$ cat src/rtl/regfile_alu_core.sv
// 32x32 register file with two combinational read ports, plus the ALU control decoder and a combinational ALU.
// Optional same-cycle write-through on the read ports is enabled by defining REGFILE_BYPASS_EN.
module regfile_alu_core (
    input  logic        clock,
    input  logic        reset_n,
    input  logic        reg_write,
    input  logic [4:0]  write_reg,
    input  logic [31:0] write_data,
    input  logic [4:0]  read_reg1,
    input  logic [4:0]  read_reg2,
    output logic [31:0] read_data1,
    output logic [31:0] read_data2,
    input  logic [5:0]  opcode,
    input  logic [5:0]  funct,
    output logic [2:0]  alu_con,
    input  logic [31:0] alu_a,
    input  logic [31:0] alu_b,
    output logic [31:0] alu_result,
    output logic        alu_zero
);

    localparam logic [2:0] ALU_AND = 3'b000;
    localparam logic [2:0] ALU_OR  = 3'b001;
    localparam logic [2:0] ALU_ADD = 3'b010;
    localparam logic [2:0] ALU_SUB = 3'b110;
    localparam logic [2:0] ALU_SLT = 3'b111;
    localparam logic [2:0] ALU_NOR = 3'b100;

    logic [31:0] regs_q [32];
    logic [31:0] regs_d [32];
    logic        wr_en;

    // Register 0 is reset to zero and never written, so it stays zero.
    assign wr_en = reg_write && (write_reg != 5'd0) && reset_n;

    always_comb begin
        for (int i = 0; i < 32; i++) begin
            regs_d[i] = regs_q[i];
        end
        if (wr_en) begin
            regs_d[write_reg] = write_data;
        end
    end

    always_ff @(posedge clock or negedge reset_n) begin
        if (!reset_n) begin
            for (int i = 0; i < 32; i++) begin
                regs_q[i] <= '0;
            end
        end else begin
            for (int i = 0; i < 32; i++) begin
                regs_q[i] <= regs_d[i];
            end
        end
    end

    always_comb begin
        read_data1 = regs_q[read_reg1];
        read_data2 = regs_q[read_reg2];
`ifdef REGFILE_BYPASS_EN
        if (wr_en && (write_reg == read_reg1)) read_data1 = write_data;
        if (wr_en && (write_reg == read_reg2)) read_data2 = write_data;
`endif
        if (!reset_n || (read_reg1 == 5'd0)) read_data1 = '0;
        if (!reset_n || (read_reg2 == 5'd0)) read_data2 = '0;
    end

    always_comb begin
        alu_con = ALU_ADD;
        if (opcode == 6'b000000) begin
            case (funct)
                6'b100010, 6'b100011: alu_con = ALU_SUB;
                6'b100100:            alu_con = ALU_AND;
                6'b100101:            alu_con = ALU_OR;
                6'b100111:            alu_con = ALU_NOR;
                6'b101010:            alu_con = ALU_SLT;
                default:              alu_con = ALU_ADD;
            endcase
        end else begin
            case (opcode)
                6'b000100, 6'b000101: alu_con = ALU_SUB;
                6'b001100:            alu_con = ALU_AND;
                6'b001101:            alu_con = ALU_OR;
                6'b001010:            alu_con = ALU_SLT;
                default:              alu_con = ALU_ADD;
            endcase
        end
    end

    // Unused encodings (011, 101) fall through to zero.
    always_comb begin
        alu_result = '0;
        case (alu_con)
            ALU_AND: alu_result = alu_a & alu_b;
            ALU_OR:  alu_result = alu_a | alu_b;
            ALU_ADD: alu_result = alu_a + alu_b;
            ALU_SUB: alu_result = alu_a - alu_b;
            ALU_SLT: alu_result = {31'd0, ($signed(alu_a) < $signed(alu_b))};
            ALU_NOR: alu_result = ~(alu_a | alu_b);
            default: alu_result = '0;
        endcase
    end

    assign alu_zero = (alu_result == 32'd0);

endmodule

$ cat config.mk
export PLATFORM = sky130hd
export DESIGN_NAME = regfile_alu_core
export DESIGN_NICKNAME = d
export VERILOG_FILES = /design/src/rtl/regfile_alu_core.sv
export SDC_FILE = /design/constraint.sdc
export NUM_CORES = 2
export LEC_CHECK = 0
export BUFFER_PORTS_ARGS = -buffer_cell sky130_fd_sc_hd__buf_2
export CORE_AREA = 2 2 439 354
export DETAILED_ROUTE_END_ITERATION = 6
export DIE_AREA = 0 0 441 356
export GPL_TIMING_DRIVEN = 0
export SETUP_SLACK_MARGIN = 0.05
export SYNTH_ARGS = -nofsm -noshare
export SYNTH_HDL_FRONTEND = slang
export SYNTH_SLANG_ARGS = --single-unit
$ cat constraint.sdc
create_clock -name clock -period 7.4 [get_ports clock]
set_input_delay 2.22 -clock clock [delete_from_list [all_inputs] [get_ports clock]]
set_output_delay 2.22 -clock clock [all_outputs]
set_load 0.05 [all_outputs]
# Yosys cells after proc, flatten, opt, wreduce, memory -nomap -nowiden
# Cells that the tools add are included.
[op_classes]
addsub = 2
n_lt_le_gt_ge = 5
eq_ne = 16
muxes = 15
n_bitwise = 6
n_reduce_logical = 14
[op_table]
columns = ["cell", "count"]
rows = [
  ["bitwise mux 1024 bit", 1],
  ["binary-select mux 32 bit (select 5 bit)", 2],
  ["2-to-1 mux 32 bit", 7],
  ["case mux 32 bit (6 select lines)", 1],
  ["demux 32 bit (select 5 bit)", 1],
  ["== test 6 bit (second input constant)", 6],
  ["adder 32 bit", 1],
  ["bitwise AND 32 bit", 1],
  ["logical NOT 32 bit", 1],
  ["less-than comparator 32 bit", 1],
  ["NOT 32 bit", 1],
  ["bitwise OR 32 bit", 1],
  ["subtractor 32 bit", 1],
  ["== test 6 x 4 -> 1 bit (second input constant)", 3],
  ["greater-or-equal comparator 6 bit (second input constant)", 3],
  ["NOT 5 -> 6 bit", 3],
  ["case mux 3 bit (5 select lines)", 1],
  ["== test 6 x 3 -> 1 bit (second input constant)", 2],
  ["case mux 3 bit (4 select lines)", 1],
  ["logical NOT 5 bit", 2],
  ["== test 3 bit (second input constant)", 3],
  ["logical NOT 6 bit", 1],
  ["less-than comparator 6 x 1 -> 1 bit (second input constant)", 1],
  ["nonzero test 5 bit", 1],
  ["other kinds (8)", 12],
]
[word_totals]
regBits = 1024
inputBits = 126

# Logic depth before layout (Yosys ltp)
[depth]
depth_word = 7
mapped_depth = 16
depth_no_buf = 15

# Least setup slack after synthesis
# No wires, ideal clock.
[synth_timing]
path_kind = "in2out"
from = "in alu_a[13]"
to = "out alu_zero"
arrival_ns = 6.658
required_ns = 5.180
path_slack_ns = -1.478
path_stages = 13
n_path_buf = 1
cell_sequence = "inv_1 > ha_1 > buf_6 > or4_1 > or3_1 > o21bai_1 > nand4_1 > a21oi_1 > o311ai_0 > nor4_1 > nand4_1 > nor3_1 > and4b_1"
[synth_between]
word_cells_on_any_way = 8
classes_between = "add/sub: 2; order compare: 1; mux: 1; bitwise: 3; reduce/logical: 1"
[synth_lines]
columns = ["element", "line_no", "source"]
rows = [
  ["from (decl)", "16", "input logic [31:0] alu_a,"],
  ["subtractor 32 bit or adder 32 bit (tied branches)", "97, 96", ""],
  ["case mux 32 bit (6 select lines) (*)", "93", "case (alu_con)"],
  ["via alu_result[14]", "18", "output logic [31:0] alu_result,"],
  ["logical NOT 32 bit (*)", "104", "assign alu_zero = (alu_result == 32'd0);"],
  ["to (decl)", "19", "output logic alu_zero"],
]
# The timed path passes the listed nets; every way through them passes the cells marked *.

# Worst setup path in the final report
[layout_timing]
from = "in alu_a[0]"
to = "out alu_zero"
[layout_between]
elab_chain_cells = 4
word_cells_on_any_way = 8
classes_between = "add/sub: 2; order compare: 1; mux: 1; bitwise: 3; reduce/logical: 1"
[layout_rtl]
columns = ["element", "line_no"]
rows = [
  ["parallel branches: the longest is 2 deep, another holds subtractor 32 bit", "n/a"],
  ["case mux 32 bit (6 select lines) (*)", "93"],
  ["logical NOT 32 bit (*)", "104"],
]
# Every way passes the cells marked *.

==> summary.md <==
| Metric | Value |
|---|---|
| Worst rel slew slack | `about 2.8%` |
| Number of buffers inserted during clock tree synthesis | `slightly above 100` |
| Top flop regs | `regs_q (1024)` |
| Critical path start-end classification | `in -> out` |
| Number of library cell types mapped by synthesis | `79` |
| Root buf cell | `sky130_fd_sc_hd__clkbuf_16` |
| Starting density of the core | `about two fifths` |
| Class of the tightest hold or removal check | `reg -> reg` |
| Endpoint kind of the worst setup timing path | `output pin` |
| Fraction of met3 tracks used by global routing | `9.40%` |
| Top flip-flop cell by instance count after synthesis | `sky130_fd_sc_hd__dfrtp_1` |
| Buffers added on ports | `between 200 and 250` |
| Violations in the final reports | `design-rule violations, negative setup slack` |
| Clk Latency, worst-skew pair | `between 0.7 and 0.8 ns` |
| Status | `complete, but fails checks` |
| Hold path startpoint | `regs_q[1006]` |
| Initial DRC Count | `about 5,400` |
| Clock buffer depth | `3` |
| Sequential-to-total area share from yosys stat | `approximately 42%` |
| Maximum operating frequency | `about 0.12 GHz` |
| Global routing met2 resource utilization | `a little over two fifths` |
| Minimum setup slack in the final design | `-0.649 ns` |
| Transition time at the pin with the least slew margin | `1.46 ns` |
| Ys async rst share | `100%` |
| Main combinational cell family by area after synthesis | `multiplexers` |
| Chip height | `roughly 360 um` |
| Total global routing track utilization | `between 20% and 30%` |
| DRC Markers | `11` |
| Final Hold Vio Count | `0` |
| Fraction of layout instances using a drive strength above 1 | `39.8%` |
| Global placement routability congestion | `a little under 1` |
| Placed Cells | `7,328` |
| Cell taking the most area after synthesis | `sky130_fd_sc_hd__dfrtp_1` |
| HPWL after DPL | `around 170,000 um` |
| Max FFs per register | `roughly 1,000` |
| Total via count in the routed design | `between 40,000 and 50,000` |
| Critical path data required time | `just over 5 ns` |
| Detailed Routing Iterations Pass 1 | `7` |
| RSZ-0062 raised after global routing | `yes` |
| Area fraction in compound gates after synthesis | `11.0%` |
| Final routed wire length divided by cell count | `31.4 um` |
| Fin crit share | `109%` |
| Met1 demand-to-capacity share in global routing | `between 40% and 50%` |
| Clock Skew | `0 ns` |
| Number of top-level pins | `between 200 and 250` |
| Share of synthesized cell area in and, or, nand and nor gates | `approximately 3.9%` |
| Minimum clock period after layout | `~8.0 ns` |
| Total nets after synthesis | `5,297` |
| Fin. max-slew vios | `0` |
| Post-synthesis mux area share | `between 30% and 40%` |
| Setup-failing EPs final | `15` |
| Post-route ant nets | `0` |
| Static leakage | `around 31 nW` |
| # clock sinks | `slightly above 1,000` |
| Reg-to-reg slack, setup | `between 6 and 7 ns` |
| Deepest level of the CTS H-tree | `3` |
| Net count of the finished layout | `around 5,700` |
| Die Span X | `~440 um` |
| Routed wire length | `about 240,000 um` |
| Post-Synthesis Mean Instance Area | `roughly 12 um2` |
| TritonCTS clock tree | `yes` |
| Maximum resistive drop on vdd | `around 0.00024 V` |
| Hold Worst Slack | `around 0.48 ns` |
| WHS Endpoint | `regs_q[1006]` |
| Count of non-filler cells in the finished layout | `roughly 7,600` |
| R2R Path Start | `regs_q[483]` |
| Largest Register | `regs_q` |
| Placeable core area | `between 0.15 and 0.2 mm2` |
| Max cap viols | `0` |
| Largest fanout of any net on the critical path | `2` |
| Share of the synthesized area in the top cell type | `between 40% and 50%` |
| GRT busiest layer | `met2` |
| Initial antenna violation count | `21` |
| Area share of xor/xnor cells in the synthesized design | `less than 1%` |
| Post-Syn Instances | `just over 5,000` |
| CP Data Arrival Time | `between 5 and 6 ns` |
| Final core utilization | `between 40% and 50%` |
| Number of global-route vias before repair | `approximately 47,000` |
| Flip-flop and latch count after synthesis | `1,024` |
| Cell depth of the worst flop-to-flop path | `1` |
| Synthesis-to-finish area growth | `16.1%` |
| Terminus of the critical flop-to-flop path | `regs_q[483]` |
| Via density | `6.35` |
| Global-route wire length before repair | `around 340,000 um` |
| Pwr/cell area | `226 mW/mm2` |
| CTS clk-pin slew, worst paths | `approximately 0.06 ns` |
| Number of cells on the worst hold path | `1` |
| Cell Area, Synth | `around 0.061 mm2` |
| Element type at the critical path start | `input pin` |
| Final global-route overflow total | `0` |
| Top post-synthesis cells by area | `sky130_fd_sc_hd__dfrtp_1 (42%), sky130_fd_sc_hd__mux2_2 (21%), sky130_fd_sc_hd__mux4_2 (9.5%), sky130_fd_sc_hd__mux2i_1 (6.4%), sky130_fd_sc_hd__a21oi_1 (3.5%)` |
| Total power after layout | `between 0.015 and 0.02 W` |
| Post-Synth Adder-Cell Area | `2.15%` |
| Cell Rows | `about 130` |
| Warnings from Yosys | `0` |
| Die Outline Area | `about 0.16 mm2` |
| Largest net degree at the start of global routing | `approximately 160` |
| EDFF count, synth | `0` |
==> worst max-delay path by stage <==
| stage | from | endpoint | slack, ns | depth (start not counted) |
|---|---|---|---|---|
| final | alu_a[0] | alu_zero | -0.65 | 15 |
| after global routing | alu_a[0] | alu_zero | -0.74 | 16 |
| after CTS | alu_a[0] | alu_zero | -0.60 | 15 |
| after detailed placement | read_reg1[0] | read_data1[14] | -2.37 | 11 |
| after global placement | reset_n | read_data2[0] | -28.37 | 4 |
| after floorplan | alu_a[0] | alu_zero | -0.36 | 13 |
==> placed cells by master, fill, tap and decap left out, types with 14 or more instances in the layout <==
cell type	instances
sky130_fd_sc_hd__a211o_1	18
sky130_fd_sc_hd__a211oi_1	30
sky130_fd_sc_hd__a21o_1	16
sky130_fd_sc_hd__a21oi_1	413
sky130_fd_sc_hd__buf_1	22
sky130_fd_sc_hd__buf_2	211
sky130_fd_sc_hd__buf_4	99
sky130_fd_sc_hd__buf_6	33
sky130_fd_sc_hd__clkbuf_1	325
sky130_fd_sc_hd__clkbuf_16	104
sky130_fd_sc_hd__clkbuf_2	70
sky130_fd_sc_hd__clkbuf_4	15
sky130_fd_sc_hd__clkbuf_8	34
sky130_fd_sc_hd__clkinv_2	24
sky130_fd_sc_hd__dfrtp_1	1024
sky130_fd_sc_hd__diode_2	15
sky130_fd_sc_hd__ha_1	85
sky130_fd_sc_hd__inv_1	83
sky130_fd_sc_hd__mux2_2	1120
sky130_fd_sc_hd__mux2i_1	388
sky130_fd_sc_hd__mux4_2	256
sky130_fd_sc_hd__nand2_1	54
sky130_fd_sc_hd__nand2b_1	16
sky130_fd_sc_hd__nand3_1	23
sky130_fd_sc_hd__nand4_1	15
sky130_fd_sc_hd__nor2_1	177
sky130_fd_sc_hd__nor2_2	24
sky130_fd_sc_hd__nor2b_1	15
sky130_fd_sc_hd__nor3_1	70
sky130_fd_sc_hd__nor3_2	15
sky130_fd_sc_hd__o211ai_1	16
sky130_fd_sc_hd__o21ai_0	151
sky130_fd_sc_hd__o221ai_1	123
sky130_fd_sc_hd__o22ai_1	133
sky130_fd_sc_hd__xnor2_1	14
==> what timing repair did <==
item                                    in CTS  in global routing
hold buffers                                 0                  0
endpoints found under the setup margin      90                 80
endpoints found under the hold margin        0                  0
gates resized for setup                    531                198
pin swaps                                   61                 51
setup buffers                               38                 29
==> cells by family (layout without fill, tap and decap cells) <==
group | after synthesis | count (layout)
compound gates | 1065 | 1065
xor+xnor | 18 | 18
fa+ha+maj | 103 | 103
buf+inv | 606 | 1080
flops | 1024 | 1024
mux | 1764 | 1764
other cells | 0 | 15
simple gates | 488 | 488
==> area by class of cell <==
cell class              instances  area, um2
diodes                         15       37.5
plain buffers                 500       2470
clock buffers                 152       3060
clock inverters                33        299
fillers                     13900      82800
inverters                     100        402
multi-input cells            3438      33900
flip-flops and latches       1024      25600
well taps                    2030       2540
repair buffers                295       2060
==> worst max-delay path, stage by stage <==
cell and delay, ns:
sky130_fd_sc_hd__buf_8 0.10, sky130_fd_sc_hd__ha_4 0.16, sky130_fd_sc_hd__fa_2 0.34, sky130_fd_sc_hd__a21o_1 0.21, sky130_fd_sc_hd__a221oi_4 0.38, sky130_fd_sc_hd__o31ai_4 0.15, sky130_fd_sc_hd__a21oi_4 0.22, sky130_fd_sc_hd__nor4_4 0.06
sky130_fd_sc_hd__or2_4 0.26, sky130_fd_sc_hd__a221o_1 0.36, sky130_fd_sc_hd__a22o_4 0.26, sky130_fd_sc_hd__or4_4 0.52, sky130_fd_sc_hd__nor3_4 0.16, sky130_fd_sc_hd__and4b_2 0.27, sky130_fd_sc_hd__buf_8 0.15
==> synthesized netlist by cell type, types with 83 or more instances <==
master                     number
sky130_fd_sc_hd__inv_1         97
sky130_fd_sc_hd__nor3_1        89
sky130_fd_sc_hd__mux4_2       256
sky130_fd_sc_hd__ha_1         101
sky130_fd_sc_hd__dfrtp_1     1024
sky130_fd_sc_hd__mux2_2      1120
sky130_fd_sc_hd__o21ai_0      166
sky130_fd_sc_hd__mux2i_1      388
sky130_fd_sc_hd__buf_1         83
sky130_fd_sc_hd__o22ai_1      134
sky130_fd_sc_hd__clkbuf_1     411
sky130_fd_sc_hd__o221ai_1     133
sky130_fd_sc_hd__a21oi_1      427
sky130_fd_sc_hd__nor2_1       205
==> per-layer routing <==
| metal | vias to the layer above | wire, um |
|---|---|---|
| li1 | 20000 | - |
| met3 | 582 | 26300 |
| met1 | 25000 | 98900 |
| met4 | 6 | 10500 |
| met2 | 2593 | 102000 |
| met5 | - | 283 |
==> power breakdown <==
part / switching, W / internal [W] / total [W] / leakage, nW
sequential: 0.000530 / 0.00631 / 0.00684 / 13.6
clock: 0.00239 / 0.00297 / 0.00536 / 1.68
combinational: 0.00204 / 0.00167 / 0.00371 / 16.0
total: 0.00496 / 0.0110 / 0.0159 / 31.4
==> stage by stage <==
stage               worst slack [ns]  TNS [ns]  area (um2)
finish                        -0.649     -1.47       70400
global route                  -0.738     -1.72       70400
CTS                           -0.603    -0.713       69600
detailed placement             -2.37   -129.32       64700
global placement              -28.37         -       64500
floorplan                     -0.355    -0.355       60800
No activity file was read; power rests on OpenSTA's default activity.
